===== config.mk =====
export PLATFORM = sky130hd
export DESIGN_NAME = nested_loop_engine
export DESIGN_NICKNAME = d
export VERILOG_FILES = /design/src/rtl/exam_pkg.sv /design/src/rtl/nested_loop_engine_bit_stats.sv /design/src/rtl/nested_loop_engine.sv
export SDC_FILE = /design/constraint.sdc
export NUM_CORES = 1
export LEC_CHECK = 0
export ABC_CLOCK_PERIOD_IN_PS = 9700
export BUFFER_PORTS_ARGS = -buffer_cell sky130_fd_sc_hd__buf_4
export CELL_PAD_IN_SITES_DETAIL_PLACEMENT = 0
export CELL_PAD_IN_SITES_GLOBAL_PLACEMENT = 1
export CORE_ASPECT_RATIO = 1.1
export CORE_UTILIZATION = 49
export CTS_CLUSTER_SIZE = 16
export DETAILED_ROUTE_END_ITERATION = 12
export PLACE_DENSITY_LB_ADDON = 0.1
export SLEW_MARGIN = 25
export SYNTH_ARGS = -nofsm -noshare
export SYNTH_HDL_FRONTEND = slang
export SYNTH_SLANG_ARGS = --single-unit

===== constraint.sdc =====
create_clock -name clk -period 9.7 [get_ports clk]
set_input_delay 1.455 -clock clk [delete_from_list [all_inputs] [get_ports clk]]
set_output_delay 1.455 -clock clk [all_outputs]
set_load 0.01 [all_outputs]

===== src/rtl/exam_pkg.sv =====
// Shared state encodings and sizing helper for the nested loop engine.
package exam_pkg;

   localparam logic [3:0] S_IDLE   = 4'd0;
   localparam logic [3:0] S_INIT_O = 4'd1;
   localparam logic [3:0] S_COND_O = 4'd2;
   localparam logic [3:0] S_INIT_I = 4'd3;
   localparam logic [3:0] S_COND_I = 4'd4;
   localparam logic [3:0] S_BODY   = 4'd5;
   localparam logic [3:0] S_ITER_I = 4'd6;
   localparam logic [3:0] S_ITER_O = 4'd7;
   localparam logic [3:0] S_DONE   = 4'd8;

   typedef enum logic [3:0] {
      IDLE   = S_IDLE,
      INIT_O = S_INIT_O,
      COND_O = S_COND_O,
      INIT_I = S_INIT_I,
      COND_I = S_COND_I,
      BODY   = S_BODY,
      ITER_I = S_ITER_I,
      ITER_O = S_ITER_O,
      DONE   = S_DONE
   } state_t;

   // Trip counters must hold the value N itself; a zero trip count still needs one bit.
   function automatic int cnt_width(input int n);
      return (n < 1) ? 1 : $clog2(n + 1);
   endfunction

endpackage


===== src/rtl/nested_loop_engine_bit_stats.sv =====
// Combinational population count and odd parity of a WIDTH-bit word.
module bit_stats #(
   parameter int WIDTH = 16
) (
   input  logic [WIDTH-1:0]         x,
   output logic [$clog2(WIDTH+1)-1:0] count,
   output logic                     parity
);

   localparam int CW = $clog2(WIDTH + 1);

   always_comb begin
      count = '0;
      for (int k = 0; k < WIDTH; k++) begin
         count = count + CW'(x[k]);
      end
   end

   assign parity = ^x;

endmodule


===== src/rtl/nested_loop_engine.sv =====
// Two-level loop sequencer accumulating parity and popcount statistics over i/j.
//
// state  | meaning
// IDLE   | wait for start, latch operands
// INIT_O | clear results and outer counter, load i
// COND_O | outer trip test
// INIT_I | clear inner counter
// COND_I | inner trip test
// BODY   | accumulate g and h
// ITER_I | advance j
// ITER_O | advance i and outer counter
// DONE   | hold results until start drops
module nested_loop_engine
   import exam_pkg::*;
#(
   parameter int WIDTH   = 16,
   parameter int OUTER_N = 105,
   parameter int INNER_N = 101
) (
   input  logic             clk,
   input  logic             rst,
   input  logic [WIDTH-1:0] a,
   input  logic [WIDTH-1:0] b,
   input  logic [WIDTH-1:0] c,
   input  logic [WIDTH-1:0] d,
   input  logic             start,
   output logic [WIDTH-1:0] g,
   output logic [WIDTH-1:0] h,
   output logic             busy,
   output logic             done
);

   localparam int CW = $clog2(WIDTH + 1);
   localparam int OW = cnt_width(OUTER_N);
   localparam int IW = cnt_width(INNER_N);

   state_t state, state_next;

   logic [WIDTH-1:0] a_l, b_l, c_l, d_l;
   logic [WIDTH-1:0] i;
   logic [IW-1:0]    j;
   logic [OW-1:0]    oc;
   logic [WIDTH-1:0] j_ext;

   logic [CW-1:0] par_cnt, ib_cnt, jd_cnt;
   logic          par_bit, ib_par, jd_par;
   logic          unused_stats;

   assign j_ext = WIDTH'(j);

   bit_stats #(.WIDTH(WIDTH)) u_par (.x(i ^ j_ext ^ c_l), .count(par_cnt), .parity(par_bit));
   bit_stats #(.WIDTH(WIDTH)) u_ib  (.x(i & b_l),         .count(ib_cnt),  .parity(ib_par));
   bit_stats #(.WIDTH(WIDTH)) u_jd  (.x(j_ext & d_l),     .count(jd_cnt),  .parity(jd_par));

   assign unused_stats = ^{par_cnt, ib_par, jd_par};

   always_comb begin
      state_next = state;
      case (state)
         IDLE:    if (start) state_next = INIT_O;
         INIT_O:  state_next = COND_O;
         COND_O:  state_next = (oc < OW'(OUTER_N)) ? INIT_I : DONE;
         INIT_I:  state_next = COND_I;
         COND_I:  state_next = (j < IW'(INNER_N)) ? BODY : ITER_O;
         BODY:    state_next = ITER_I;
         ITER_I:  state_next = COND_I;
         ITER_O:  state_next = COND_O;
         DONE:    if (!start) state_next = IDLE;
         default: state_next = IDLE;
      endcase
   end

   // Flags are derived from the next state so they line up with the state register.
   always_ff @(posedge clk or negedge rst) begin
      if (!rst) begin
         state <= IDLE;
         busy  <= 1'b0;
         done  <= 1'b0;
         g     <= '0;
         h     <= '0;
         i     <= '0;
         j     <= '0;
         oc    <= '0;
         a_l   <= '0;
         b_l   <= '0;
         c_l   <= '0;
         d_l   <= '0;
      end else begin
         state <= state_next;
         busy  <= (state_next != IDLE) && (state_next != DONE);
         done  <= (state_next == DONE);
         case (state)
            IDLE: if (start) begin
               a_l <= a;
               b_l <= b;
               c_l <= c;
               d_l <= d;
            end
            INIT_O: begin
               g  <= '0;
               h  <= '0;
               oc <= '0;
               i  <= a_l;
            end
            INIT_I: j <= '0;
            BODY: begin
               g <= g + WIDTH'(par_bit);
               h <= h + WIDTH'(ib_cnt) + WIDTH'(jd_cnt);
            end
            ITER_I: j <= j + 1'b1;
            ITER_O: begin
               i  <= i + 1'b1;
               oc <= oc + 1'b1;
            end
            default: ;
         endcase
      end
   end

endmodule


Word level (Yosys, flattened, before mapping):

Cells that the tools add are included.

* register bits after elaboration: 132
* bits of input ports: 67

* $add $sub $neg: 36
* order comparisons: 2
* equality and inequality tests: 10
* muxes and demuxes: 10
* bitwise gates (word level): 4
* reduce and logical (&&, ||, !) cells: 10

Operator list (count)
* $add A5 B1 Y5: 28
* $pmux W16 S2: 3
* $add A16 B5 Y16: 2
* $pmux W4 S7: 1
* $pmux W7 S2: 2
* $add A16 B1 Y16: 1
* $add A16 B1 Y16 const B: 1
* $and A16 B16 Y16: 1
* $and A7 B16 Y16: 1
* $eq A4 B3 Y1 const B: 4
* $reduce_xor A16 Y1: 1
* $xor A16 B16 Y16: 1
* $xor A16 B7 Y16: 1
* $add A7 B1 Y7 const B: 2
* $lt A7 B7 Y1 const B: 2
* $mux W4: 3
* $eq A4 B2 Y1 const B: 2
* $eq A4 B4 Y1 const B: 2
* $reduce_bool A2 Y1: 3
* $add A1 B1 Y2: 2
* $eq A4 B1 Y1 const B: 1
* $logic_not A4 Y1: 1
* $ne A4 B4 Y1 const B: 1
* $reduce_bool A4 Y1: 1
* other kinds (4): 5

Logic depth before layout (Yosys ltp):

* word-level depth: 19
* gate-level depth with buffers: 23
* depth with buffers taken out: 23

By module:

From an unflattened synthesis, not the netlist that was laid out.

* cells, all modules: 773
* area total of the unflattened synthesis: 7922.6 um^2

By module, submodules not included
* nested_loop_engine: instances 1, cells an instance 596, area each 6259.8 um^2, seq. area each 3078.0 um^2
* bit_stats: instances 3, cells an instance 59, area each 554.3 um^2, seq. area each 0.0 um^2

Least setup slack after synthesis:

OpenSTA, ideal clock, no wires.

* kind: register -> register
* from: register i[0]
* to: register h[15]
* setup time: 0.132 ns
* data arrival time: 5.908 ns
* data required time: 9.568 ns
* setup slack: 3.660 ns
* cell stages (with the launch flop): 22
* cell sequence: dfrtp_1 and2_1 ha_1 inv_1 fa_1 fa_1 fa_1 inv_1 fa_1 fa_1 inv_1 fa_1 fa_1 inv_1 ha_1 fa_1 a21o_1 a21oi_1 o21bai_1 nand4_1 xor2_1 nor2_1

* word-level cells in the longest chain between the ends: 19

RTL lines
* start: declaration: RTL line nested_loop_engine.sv:40 `logic [WIDTH-1:0] i;`
* start signal: assignment: RTL line nested_loop_engine.sv:103 `i <= a_l;`
* start signal: assignment: RTL line nested_loop_engine.sv:112 `i <= i + 1'b1;`
* $and A16 B16 Y16: RTL line nested_loop_engine.sv:52 `bit_stats #(.WIDTH(WIDTH)) u_ib (.x(i & b_l), .count(ib_cnt), .parity(ib_par));`
* $add A1 B1 Y2: RTL line nested_loop_engine_bit_stats.sv:15 `count = count + CW'(x[k]);`
* $add A5 B1 Y5 (14 in a row): RTL line nested_loop_engine_bit_stats.sv:15
* $add A16 B5 Y16 (2 in a row): RTL line nested_loop_engine.sv:108 `h <= h + WIDTH'(ib_cnt) + WIDTH'(jd_cnt);`
* $pmux W16 S2: RTL line nested_loop_engine.sv:92 `case (state)`
* end signal: assignment: RTL line nested_loop_engine.sv:108
* end: declaration: RTL line nested_loop_engine.sv:28 `output logic [WIDTH-1:0] h,`

No other way between the ends.
A chain may end at the register's enable or synchronous reset.

Worst setup path in the final report:

Same ends and word-level chain as after synthesis.

==> results.sh <==
export IMPL_insertion_delay_ns=0.42
export IMPL_cp_top_family="adder cells"
export IMPL_yosys_warnings=0
export IMPL_clock_sinks=123
export IMPL_core_um2=13300
export IMPL_hold_viol=0
export IMPL_grt_pass1_wl_um=24400
export IMPL_path_cells="and2_1 -> ha_1 -> inv_1 -> fa_1 -> fa_1 -> fa_1 -> inv_1 -> fa_1 -> fa_1 -> inv_1 -> fa_1 -> fa_1 -> inv_1 -> ha_1 -> fa_1 -> a21o_1 -> a21oi_1 -> o21bai_1 -> nand4_1 -> xor2_1 -> nor2_1"
export IMPL_dpl_hpwl_um=10500
export IMPL_synth_edf_count=0
export IMPL_netlist_area_um2=6730
export IMPL_finalSetupTns_ns=0
export IMPL_route_met2_wl_um=7610
export IMPL_crit_path_end_kind="register"
export IMPL_layout_drive_gt1_share=0.256
export IMPL_synth_cell_types=50
export IMPL_rows=44
export IMPL_grt_overflow_total=0
export IMPL_synth_area_leaders="dfrtp_1 46%, mux2_2 9.4%, fa_1 5.4%"
export IMPL_synthFlopType="dfrtp_1"
export IMPL_cts_tree="yes"
export IMPL_period_share=0.663
export IMPL_area_growth_pct=21.0
export IMPL_wl_met1_um=6360
export IMPL_ir_worst_vdd_mv=0.159
export IMPL_synthArstFlopShare=1.00
export IMPL_cts_repair_resized=0
export IMPL_die_h_um=125
export IMPL_ys_seq_elements=123
export IMPL_path_max_fanout=8
export IMPL_worst_setup_path_type="reg -> reg"
export IMPL_cpMostUsedCell="fa_1"
export IMPL_grt_max_degree=77
export IMPL_antenna_found_initial=0
export IMPL_fmax_mhz=156
export IMPL_diodes=0
export IMPL_post_cts_setup_buffers=0
export IMPL_nFillCells=1163
export IMPL_ant_nets=0
export IMPL_firstDrtPassIters=4
export IMPL_postSynthNetCount=738
export IMPL_drc=0
export IMPL_clock_path_buffers=2
export IMPL_yosys_area_top_type_share=0.457
export IMPL_cpMaxStageDelayCell="fa_1"
export IMPL_ios=101
export IMPL_layout_cells_non_filler=917
export IMPL_met3_length_um=503
export IMPL_synth_area_per_cell_um2=10.6
export IMPL_yosysTopAreaCell="dfrtp_1"
export IMPL_relSlewSlack=0.357
export IMPL_start_util=0.505
export IMPL_path_clk_slew_ns=0.06
export IMPL_fp_dieArea_um2=14200
export IMPL_seq_area_frac_synth=0.457
export IMPL_status="complete, no violations"
export IMPL_grt_setup_unrepaired="false"
export IMPL_slew_viol_final=0
export IMPL_worstPathRequired_ns=10.00
export IMPL_cap_violations=0
export IMPL_routedWlPerCell_um=16.0
export IMPL_finClkSkew_ns=0.00641
export IMPL_post_route_min_period_ns=6.43
export IMPL_cts_root_buf="clkbuf_16"
export IMPL_top_layer_used="met4"
export IMPL_routabilityCongestion=0.832
export IMPL_cts_made_buffers=17
export IMPL_startpoint_type="register"
export IMPL_holdBufCountCts=0
export IMPL_portBuffers=91
export IMPL_dp_cells=884
export IMPL_cp_data_arrival_time_ns=6.73
export IMPL_p_per_area_nw_per_um2=357
export IMPL_p_leak_nw=3.81
export IMPL_htreeDepth=4
export IMPL_track_usage=0.223
export IMPL_max_slew_worst_pin_slew_ns=0.961
export IMPL_finalSetupViolCount=0
export IMPL_grt_pass1_vias=4964
export IMPL_via_per_inst=5.44
export IMPL_drtIter0Drc=253
export IMPL_fp_dieW_um=114
export IMPL_syn_inst=633
export IMPL_slowest_delay_ns=0.54
export IMPL_num_nets_final=825
export IMPL_routed_wl_um=14600
export IMPL_hold_class="reg -> reg"
export IMPL_vias=4990
export IMPL_cp_num_buf_inv=4
[path summary, 6_finish.rpt]
kind	from	to	slack [ns]	cells after the start
min in group asynchronous	rst	h[3]	1.05	1
min	a_l[8]	i[8]	0.48	2
max	i[0]	h[15]	3.27	21
min reg2reg	a_l[8]	i[8]	0.48	2
max reg2reg	i[0]	h[15]	3.27	21
max in group asynchronous	rst	oc[3]	7.58	2
[layout make-up]
class,instances,area [um^2],share of cell area
Sequential cell,123,3080,0.378
Tap cell,184,230,0.0283
Clock inverter,11,145,0.0178
Inverter,34,128,0.0157
Clock buffer,21,450,0.0553
Timing Repair Buffer,95,721,0.0884
Multi-Input combinational cell,449,3400,0.417
[cells in the mapped netlist, types with 3 or more instances]
cell and count:
a21oi_1 20, dfrtp_1 123, xnor2_1 38, mux2_2 56, and2_1 17, o311ai_0 4
fa_1 18, nor3b_1 3, a22o_1 5, a21o_1 5, a221o_1 5, nand4_1 10
mux2i_1 3, o211ai_1 5, nand2_1 59, o21ai_0 47, nor2_1 29, buf_2 13
a31oi_1 11, nand2b_1 4, nor3_1 5, xor2_1 17, inv_1 34, and4_1 3
clkbuf_1 12, ha_1 20, nand3_1 20, and3_1 13
[cells by family (layout without fill, tap and decap cells)]
kind of cell | Yosys count | in the layout | share of synthesized area
simple gates | 177 | 177 | 0.132
flops | 123 | 123 | 0.457
compound gates | 120 | 120 | 0.112
buf+inv | 61 | 161 | 0.0387
mux | 59 | 59 | 0.0981
xor+xnor | 55 | 55 | 0.0715
fa+ha+maj | 38 | 38 | 0.0907
[per-stage QoR]
| stage | util | cell area (um^2) | hold WS [ns] | power, mW | worst slack, ns |
|---|---|---|---|---|---|
| final | 0.612 | 8150 | 0.485 | 2.91 | 3.27 |
| after global routing | 0.612 | 8150 | 0.515 | 3.16 | 2.89 |
| after CTS | 0.611 | 8130 | 0.493 | 2.95 | 3.23 |
| after detailed placement | 0.566 | 7540 | 0.473 | 2.31 | 3.25 |
| after global placement | 0.566 | 7540 | 0.459 | 2.23 | 3.33 |
| after floorplan | - | 6730 | 0.440 | 1.92 | 3.66 |
[report_power, final]
part / total (mW) / leakage, nW / internal (mW) / switching, mW
Sequential: 0.862 / 1.57 / 0.688 / 0.174
Clock: 0.638 / 0.283 / 0.409 / 0.229
Combinational: 1.41 / 1.96 / 0.684 / 0.726
[metal layers]
layer / GRT usage / vias to the layer above
met2: 0.385 / 107
li1: - / 2384
met1: 0.280 / 2484
met4: 0.0743 / 0
met3: 0.0422 / 15
met5: 0 / -
[sequential cells by signal, indices dropped and copies added (netlist names)]
| signal | count |
|---|---|
| g | 16 |
| oc | 7 |
| a_l | 16 |
| h | 16 |
| j | 7 |
| c_l | 16 |
| b_l | 16 |
| busy | 1 |
| done | 1 |
| i | 16 |
| state | 4 |
| d_l | 7 |
[placed cells by master, fill, tap and decap left out, types with 10 or more instances in the layout]
cell type,Yosys,final
a31oi_1,11,11
mux2_2,56,56
fa_1,18,18
inv_1,34,34
xnor2_1,38,38
nand3_1,20,20
and3_1,13,13
clkbuf_16,0,17
o21ai_0,47,47
ha_1,20,20
nand4_1,10,10
dfrtp_1,123,123
buf_4,0,93
xor2_1,17,17
and2_1,17,17
nor2_1,29,28
a21oi_1,20,20
nand2_1,59,59
[tightest hold or removal path, stage by stage, from the launching register on]
cell	delay, ns
dfrtp_1	0.35
a32oi_1	0.05
nand2_1	0.05
(Power assumes the default switching activity.)
